## src/rtl/dmac_pkg.sv

```systemverilog
// Shared definitions for the DMAC configuration master.
//   - Register offsets of the DMAC register-file slave (low nibble of the bus address).
//   - op_mode encodings carried in the MODE register.
//   - FSM state encoding of the configuration master.
//   - bus_addr(): forms a full 8-bit bus address from a base nibble and an offset.
package dmac_pkg;

  localparam logic [3:0] OFS_CLEAR = 4'd0;
  localparam logic [3:0] OFS_START = 4'd1;
  localparam logic [3:0] OFS_IEN   = 4'd2;
  localparam logic [3:0] OFS_SRC   = 4'd3;
  localparam logic [3:0] OFS_DEST  = 4'd4;
  localparam logic [3:0] OFS_PUSH  = 4'd5;
  localparam logic [3:0] OFS_DSIZE = 4'd6;
  localparam logic [3:0] OFS_DATA  = 4'd7;
  localparam logic [3:0] OFS_MODE  = 4'd8;
  localparam logic [3:0] OFS_DONE  = 4'd9;

  typedef enum logic [2:0] {
    OP_MEM2MEM = 3'd0,
    OP_MEM2PER = 3'd1,
    OP_PER2MEM = 3'd2,
    OP_PER2PER = 3'd3
  } op_mode_e;

  typedef enum logic [3:0] {
    S_IDLE,
    S_W_SRC,
    S_W_DEST,
    S_W_SIZE,
    S_W_PUSH,
    S_W_IEN,
    S_W_MODE,
    S_W_START,
    S_WAIT_IRQ,
    S_POLL_RD,
    S_POLL_CHK,
    S_W_CLEAR,
    S_DONE
  } state_e;

  function automatic logic [7:0] bus_addr(input logic [3:0] base, input logic [3:0] ofs);
    return {base, ofs};
  endfunction

endpackage

```

## src/rtl/dmac_cfg_master_if.sv

```systemverilog
// Bus between the configuration master and the DMAC register-file slave.
//   M_sel     : bus cycle active
//   M_wr      : 1 = write, 0 = read
//   M_address : {base nibble, register offset}
//   M_dout    : write data, master to slave
//   M_din     : read data, slave to master (registered in the slave)
interface dmac_cfg_master_if;
  logic        M_sel;
  logic        M_wr;
  logic [7:0]  M_address;
  logic [31:0] M_dout;
  logic [31:0] M_din;

  modport master (output M_sel, output M_wr, output M_address, output M_dout, input M_din);
  modport slave  (input M_sel, input M_wr, input M_address, input M_dout, output M_din);
endinterface

```

## src/rtl/dmac_cfg_timer.sv

```systemverilog
// Wait-state counter for the completion wait.
//   clk, reset_n : clock, synchronous active-low reset
//   clear        : restart counting from zero
//   en           : count this cycle (master is in a wait state)
//   expired      : the current cycle is wait cycle number LIMIT
module dmac_cfg_timer #(
  parameter int unsigned LIMIT = 1024
) (
  input  logic clk,
  input  logic reset_n,
  input  logic clear,
  input  logic en,
  output logic expired
);

  localparam int unsigned W = $clog2(LIMIT + 1);

  logic [W-1:0] count;

  always_ff @(posedge clk) begin
    if (!reset_n) begin
      count <= '0;
    end else if (clear) begin
      count <= '0;
    end else if (en) begin
      count <= count + 1'b1;
    end
  end

  // Count is zero on the first wait cycle, so LIMIT-1 marks the last allowed one.
  assign expired = (count == W'(LIMIT - 1));

endmodule

```

## src/rtl/dmac_cfg_master.sv

```systemverilog
// Bus initiator that programs and runs the DMAC register-file slave.
//   clk, reset_n                  : clock, synchronous active-low reset
//   desc_valid/desc_ready         : descriptor handshake (desc_src, desc_dest, desc_size)
//   start_valid/start_ready       : run request (start_mode, start_irq_en)
//   interrupt                     : completion interrupt from the slave
//   bus                           : master side of the register-file bus
//   busy                          : a descriptor push or run is in progress
//   desc_count                    : descriptors pushed since the last completed/aborted run
//   done, err_timeout, err_empty  : one-cycle status pulses
module dmac_cfg_master
  import dmac_pkg::*;
#(
  parameter logic [3:0]  BASE_ADDR      = 4'h0,
  parameter int unsigned MAX_DESC       = 8,
  parameter int unsigned TIMEOUT_CYCLES = 1024
) (
  input  logic                    clk,
  input  logic                    reset_n,
  input  logic                    desc_valid,
  output logic                    desc_ready,
  input  logic [31:0]             desc_src,
  input  logic [31:0]             desc_dest,
  input  logic [31:0]             desc_size,
  input  logic                    start_valid,
  output logic                    start_ready,
  input  logic [2:0]              start_mode,
  input  logic                    start_irq_en,
  input  logic                    interrupt,
  dmac_cfg_master_if.master       bus,
  output logic                    busy,
  output logic [3:0]              desc_count,
  output logic                    done,
  output logic                    err_timeout,
  output logic                    err_empty
);

  localparam logic [3:0] MAX_CNT = 4'(MAX_DESC);

  state_e      state_q, state_d;
  logic [31:0] src_q, dest_q, size_q;
  logic [2:0]  mode_q;
  logic        irq_en_q;
  logic [3:0]  count_q;
  logic        timeout_q, empty_q;

  logic        desc_acc, start_acc;
  logic        in_wait, completion, expired, timeout_hit, empty_hit;
  logic        unused_din;

  logic        sel, wr;
  logic [3:0]  ofs;
  logic [31:0] dout;

  assign desc_ready  = (state_q == S_IDLE) && (count_q < MAX_CNT);
  assign start_ready = (state_q == S_IDLE) && !desc_valid;
  assign desc_acc    = desc_valid && desc_ready;
  assign start_acc   = start_valid && start_ready;

  assign in_wait    = (state_q == S_WAIT_IRQ) || (state_q == S_POLL_RD) || (state_q == S_POLL_CHK);
  assign completion = ((state_q == S_WAIT_IRQ) && interrupt) ||
                      ((state_q == S_POLL_CHK) && bus.M_din[0]);
  // A completion on the limit cycle wins over the timeout.
  assign timeout_hit = in_wait && expired && !completion;
  assign empty_hit   = start_acc && (count_q == 4'd0);
  assign unused_din  = ^bus.M_din[31:1];

  dmac_cfg_timer #(
    .LIMIT (TIMEOUT_CYCLES)
  ) u_timer (
    .clk     (clk),
    .reset_n (reset_n),
    .clear   (state_q == S_W_START),
    .en      (in_wait),
    .expired (expired)
  );

  always_ff @(posedge clk) begin
    if (!reset_n) begin
      state_q   <= S_IDLE;
      count_q   <= '0;
      timeout_q <= 1'b0;
      empty_q   <= 1'b0;
      src_q     <= '0;
      dest_q    <= '0;
      size_q    <= '0;
      mode_q    <= '0;
      irq_en_q  <= 1'b0;
    end else begin
      state_q   <= state_d;
      timeout_q <= timeout_hit;
      empty_q   <= empty_hit;
      if (desc_acc) begin
        src_q  <= desc_src;
        dest_q <= desc_dest;
        size_q <= desc_size;
      end else if (start_acc) begin
        mode_q   <= start_mode;
        irq_en_q <= start_irq_en;
      end
      if ((state_q == S_DONE) || timeout_hit) begin
        count_q <= '0;
      end else if ((state_q == S_W_PUSH) && (count_q < MAX_CNT)) begin
        count_q <= count_q + 4'd1;
      end
    end
  end

  always_comb begin
    state_d = state_q;
    unique case (state_q)
      S_IDLE: begin
        if (desc_acc) begin
          state_d = S_W_SRC;
        end else if (start_acc && !empty_hit) begin
          state_d = S_W_IEN;
        end
      end
      S_W_SRC:    state_d = S_W_DEST;
      S_W_DEST:   state_d = S_W_SIZE;
      S_W_SIZE:   state_d = S_W_PUSH;
      S_W_PUSH:   state_d = S_IDLE;
      S_W_IEN:    state_d = S_W_MODE;
      S_W_MODE:   state_d = S_W_START;
      S_W_START:  state_d = irq_en_q ? S_WAIT_IRQ : S_POLL_RD;
      S_WAIT_IRQ: begin
        if (completion)       state_d = S_W_CLEAR;
        else if (timeout_hit) state_d = S_IDLE;
      end
      S_POLL_RD:  state_d = timeout_hit ? S_IDLE : S_POLL_CHK;
      S_POLL_CHK: begin
        if (completion)       state_d = S_W_CLEAR;
        else if (timeout_hit) state_d = S_IDLE;
        else                  state_d = S_POLL_RD;
      end
      S_W_CLEAR:  state_d = S_DONE;
      S_DONE:     state_d = S_IDLE;
      default:    state_d = S_IDLE;
    endcase
  end

  // Bus decode depends only on registered state and latched fields.
  always_comb begin
    sel  = 1'b0;
    wr   = 1'b0;
    ofs  = OFS_CLEAR;
    dout = '0;
    unique case (state_q)
      S_W_SRC:   begin sel = 1'b1; wr = 1'b1; ofs = OFS_SRC;   dout = src_q; end
      S_W_DEST:  begin sel = 1'b1; wr = 1'b1; ofs = OFS_DEST;  dout = dest_q; end
      // The slave takes the transfer size through its DATA offset.
      S_W_SIZE:  begin sel = 1'b1; wr = 1'b1; ofs = OFS_DATA;  dout = size_q; end
      S_W_PUSH:  begin sel = 1'b1; wr = 1'b1; ofs = OFS_PUSH;  dout = 32'h1; end
      S_W_IEN:   begin sel = 1'b1; wr = 1'b1; ofs = OFS_IEN;   dout = {31'b0, irq_en_q}; end
      S_W_MODE:  begin sel = 1'b1; wr = 1'b1; ofs = OFS_MODE;  dout = {29'b0, mode_q}; end
      S_W_START: begin sel = 1'b1; wr = 1'b1; ofs = OFS_START; dout = 32'h1; end
      S_POLL_RD: begin sel = 1'b1; wr = 1'b0; ofs = OFS_DONE; end
      S_W_CLEAR: begin sel = 1'b1; wr = 1'b1; ofs = OFS_CLEAR; dout = 32'h1; end
      default: ;
    endcase
  end

  assign bus.M_sel     = sel;
  assign bus.M_wr      = wr;
  assign bus.M_address = sel ? bus_addr(BASE_ADDR, ofs) : 8'h00;
  assign bus.M_dout    = dout;

  assign busy        = (state_q != S_IDLE);
  assign desc_count  = count_q;
  assign done        = (state_q == S_DONE);
  assign err_timeout = timeout_q;
  assign err_empty   = empty_q;

endmodule
```

## src/flat_wrapper.sv

```systemverilog
// flat-port wrapper written by rule: the top's interface ports become plain ports
module dmac_cfg_master_flat import dmac_pkg::*;
#(
  parameter logic [3:0]  BASE_ADDR      = 4'h0,
  parameter int unsigned MAX_DESC       = 8,
  parameter int unsigned TIMEOUT_CYCLES = 1024
)
  (clk, reset_n, desc_valid, desc_ready, desc_src, desc_dest, desc_size, start_valid, start_ready, start_mode, start_irq_en, interrupt, busy, desc_count, done, err_timeout, err_empty, bus_M_sel, bus_M_wr, bus_M_address, bus_M_dout, bus_M_din);
  dmac_cfg_master_if bus_i ();
  input  logic clk;
  input  logic reset_n;
  input  logic desc_valid;
  output logic desc_ready;
  input  logic [31:0] desc_src;
  input  logic [31:0] desc_dest;
  input  logic [31:0] desc_size;
  input  logic start_valid;
  output logic start_ready;
  input  logic [2:0] start_mode;
  input  logic start_irq_en;
  input  logic interrupt;
  output logic busy;
  output logic [3:0] desc_count;
  output logic done;
  output logic err_timeout;
  output logic err_empty;
  output wire logic [$bits(bus_i.M_sel)-1:0] bus_M_sel;
  output wire logic [$bits(bus_i.M_wr)-1:0] bus_M_wr;
  output wire logic [$bits(bus_i.M_address)-1:0] bus_M_address;
  output wire logic [$bits(bus_i.M_dout)-1:0] bus_M_dout;
  input wire logic [$bits(bus_i.M_din)-1:0] bus_M_din;
  assign bus_M_sel = bus_i.M_sel;
  assign bus_M_wr = bus_i.M_wr;
  assign bus_M_address = bus_i.M_address;
  assign bus_M_dout = bus_i.M_dout;
  assign bus_i.M_din = bus_M_din;
  dmac_cfg_master #(.BASE_ADDR(BASE_ADDR), .MAX_DESC(MAX_DESC), .TIMEOUT_CYCLES(TIMEOUT_CYCLES)) u_core (.clk(clk), .reset_n(reset_n), .desc_valid(desc_valid), .desc_ready(desc_ready), .desc_src(desc_src), .desc_dest(desc_dest), .desc_size(desc_size), .start_valid(start_valid), .start_ready(start_ready), .start_mode(start_mode), .start_irq_en(start_irq_en), .interrupt(interrupt), .bus(bus_i), .busy(busy), .desc_count(desc_count), .done(done), .err_timeout(err_timeout), .err_empty(err_empty));
endmodule
```

## config.mk

```make
export PLATFORM = sky130hd
export DESIGN_NAME = dmac_cfg_master_flat
export DESIGN_NICKNAME = d
export VERILOG_FILES = /design/src/rtl/dmac_pkg.sv /design/src/rtl/dmac_cfg_master_if.sv /design/src/rtl/dmac_cfg_timer.sv /design/src/rtl/dmac_cfg_master.sv /design/src/flat_wrapper.sv
export SDC_FILE = /design/constraint.sdc
export NUM_CORES = 1
export LEC_CHECK = 0
export ABC_AREA = 1
export BUFFER_PORTS_ARGS = -buffer_cell sky130_fd_sc_hd__buf_2
export CORE_ASPECT_RATIO = 0.9
export CORE_MARGIN = 2
export CORE_UTILIZATION = 53
export CTS_CLUSTER_SIZE = 8
export DETAILED_ROUTE_END_ITERATION = 8
export PLACE_DENSITY = 0.94
export SKIP_CTS_REPAIR_TIMING = 1
export SYNTH_ARGS = -nofsm -noshare
export SYNTH_HDL_FRONTEND = slang
export SYNTH_SLANG_ARGS = --single-unit
```

## constraint.sdc

```tcl
create_clock -name clk -period 3.01 [get_ports clk]
set_clock_uncertainty 0.15 [all_clocks]
set_input_delay 0.903 -clock clk [delete_from_list [all_inputs] [get_ports clk]]
set_output_delay 0.903 -clock clk [all_outputs]
set_load 0.02 [all_outputs]
```

==> flow_summary.toml <==
[yosys]
yosys-top-cells-area = "dfxtp_1, nor2_1, nand2_1, o21ai_0, nand3_1"
synth_top_area_share = 0.462
synth.area.mux_share = 0
synthAdderAreaFrac = 0.00715
synth.yosys.seq_area_share = 0.462
synth_top_family_by_area = "simple AND/OR/NAND/NOR gates"
synth_xor_xnor_area_share = 0.00167
syn_area_um2 = 5250
yosys.area_share.simple = 0.336
synth_top_area_cell = "dfxtp_1"
avgSynthCellArea_um2 = 6.90
syn_inst = 760
synth.distinct_cells = 32
ys.warnings.count = 0
synth_compound_area_frac = 0.123
synth_seq_cells = 121

[placement]
dpl_cell_area_um2 = 6040
placedCellCount = 1009
dp_slack_ps = 415
hpwl_um = 9420
gp_congestion = 0.886
io_buffers = 153

[clock_tree]
cts_sinks = 121
cts_root_buffer = "clkbuf_8"
cts_tree = "done"
cts_buffer_depth = 2
path_clk_slew_ps = 50
cts_inserted_buffers = 17
clk_latency_ps = 500
cts-htree-levels = 4

[finish]
fin_area_um2 = 6860
area_growth_syn_to_layout_pct = 30.6
antennaDiodeCount = 0
fin_util = 0.710
nNetsFinal = 1047
fin_cells = 1044
drive_gt1_frac = 0.253

[die]
die_y_um = 98.4
num_rows = 34
fp.coreArea_um2 = 9660
io_pins = 189
initial_core_util = 0.543
die_area_um2 = 10700
die_x_um = 109

[timing]
finalSetupViolCount = 0
period_share = 0.974
setup_slack_ps = 77.4
fin_crit_ps = 2930
fmax_mhz = 341
maxSlewViolCount = 0
max_slew_margin = 0.462
hold_viol_final = 0
tightest_slew_ps = 807

[route]
drc = 0
viasPerCell = 5.27
vias = 5500
wl_per_cell_um = 14.4
antenna_left = 0
drtIter0Drc = 324
drt_first_pass_iters = 8
drt_wl_total_um = 15100

[critical_path]
cpMaxStageDelayCell = "dfxtp_2"
critPathLaunchType = "flop"
cp.arrival_ps = 1880
path_class = "reg -> out"
path_max_fanout = 15
worstPathCellList = "nand2_1 -> inv_1 -> nand2_1 -> inv_1 -> buf_4 -> nor2_1 -> o21ai_0 -> buf_2"
slowest_delay_ps = 380
endpoint_kind = "primary output"
crit_required_ps = 1960

[outcome]
status = "finished clean"

[grt]
grt_overflow = 0
grt_util_all_layers = 0.271
grt_antenna_before_repair = 0
first_global_vias = 4990
grt_max_degree = 101
grt_pass1_wl_um = 22700

[job]
max_cap_violations = 0

[pwr]
powerDensity_nw_per_um2 = 934
leakagePower_nw = 3.17
irDropWorstVdd_mv = 0.535

[min_path]
hp-class = "reg -> reg"
[final cells by class]
class                      count  area [um2]
clock buffer                  19         432
multi-input combinational    566        2520
sequential                   121        2430
fill                         762        2800
timing repair buffer         169        1060
tap                          126         158
clock inverter                11         126
inverter                      32         121
[logic make-up after synthesis]
family | count (synthesis)
and+or+nand+nor | 432
AOI/OAI and AO/OA | 126
DFF | 121
buffers and inverters | 76
adders and majority gates | 3
xor gates and xnor gates | 1
other | 1
[state kept, by name (all words and copies together) (netlist names)]
register,count
u_core.dest_q,32
u_core.size_q,32
u_core.src_q,32
u_core.u_timer.count,11
u_core.desc_count,4
u_core.state_q,4
u_core.mode_q,3
u_core.err_empty,1
u_core.err_timeout,1
u_core.irq_en_q,1
[cells in the mapped netlist, drive strengths merged]
master,number
inv,31
nor2,233
nor3,4
or2,2
o2111ai,2
nand2,145
a21oi,15
o21ai,105
nand4,4
conb,1
a31oi,1
o21bai,1
and3,1
nor3b,1
dfxtp,121
nand3,42
clkbuf,20
clkinv,1
ha,3
a211oi,2
xnor2,1
buf,24
[critical path, delay by kind of cell (launching register included)]
kind | cells | cell delay [ps]
flip-flops | 1 | 380
buffers and inverters | 4 | 620
AND/OR/NAND/NOR | 3 | 270
AO/OA/AOI/OAI | 1 | 100
[per-stage QoR]
step / hold WS, ps / power, mW / setup TNS [ps]
6_report: 331 / 6.40 / 0
5_1_grt: 355 / 6.79 / -18.9
4_1_cts: 327 / 6.17 / -686
3_5_place_dp: 319 / 4.26 / 0
3_3_place_gp: 301 / 4.18 / 0
2_1_floorplan: 288 / 3.72 / 0
[per-layer routing]
metal / up-vias / wire [um] / GRT usage
li1: 2710 / - / -
met1: 2513 / 5900 / 0.312
met2: 238 / 7540 / 0.457
met3: 39 / 1230 / 0.0808
met4: 0 / 393 / 0.127
met5: - / 0 / 0
[report_power, final]
part	switching, mW	internal (mW)	leakage (nW)
combinational	1.39	0.795	1.90
sequential	0.262	2.08	0.999
clock	0.693	1.19	0.262
[worst paths after layout]
check | slack, ps | endpoint | cells past startpoint | start
min reg2reg | 330 | u_core.src_q[27]$_SDFFE_PN0P_ | 2 | u_core.src_q[27]$_SDFFE_PN0P_
max | 80 | bus_M_address[2] | 8 | u_core.state_q[0]$_SDFFE_PN0P_
max reg2reg | 970 | u_core.src_q[18]$_SDFFE_PN0P_ | 8 | u_core.state_q[0]$_SDFFE_PN0P_
min | 330 | u_core.src_q[27]$_SDFFE_PN0P_ | 2 | u_core.src_q[27]$_SDFFE_PN0P_
[placed cells by master, fill, tap and decap left out, types with 2 or more instances in the layout]
cell type and n:
nor2_1 221, nand2_1 140, buf_2 130, dfxtp_1 117, o21ai_0 101, nand3_1 38
inv_1 27, buf_4 24, clkbuf_16 18, a21oi_1 15, buf_6 8, nor2_2 6
nor2_4 6, inv_2 4, nand4_1 4, o21ai_1 4, nand3_2 4, nor3_1 4
conb_1 4, clkinvlp_4 4, nand2_2 3, clkinv_2 3, ha_1 3, clkinv_4 3
buf_12 3, dfxtp_4 3, o2111ai_1 2, nand2_4 2, clkbuf_8 2, bufinv_16 2
buf_8 2
No activity file was read; power rests on OpenSTA's default activity.
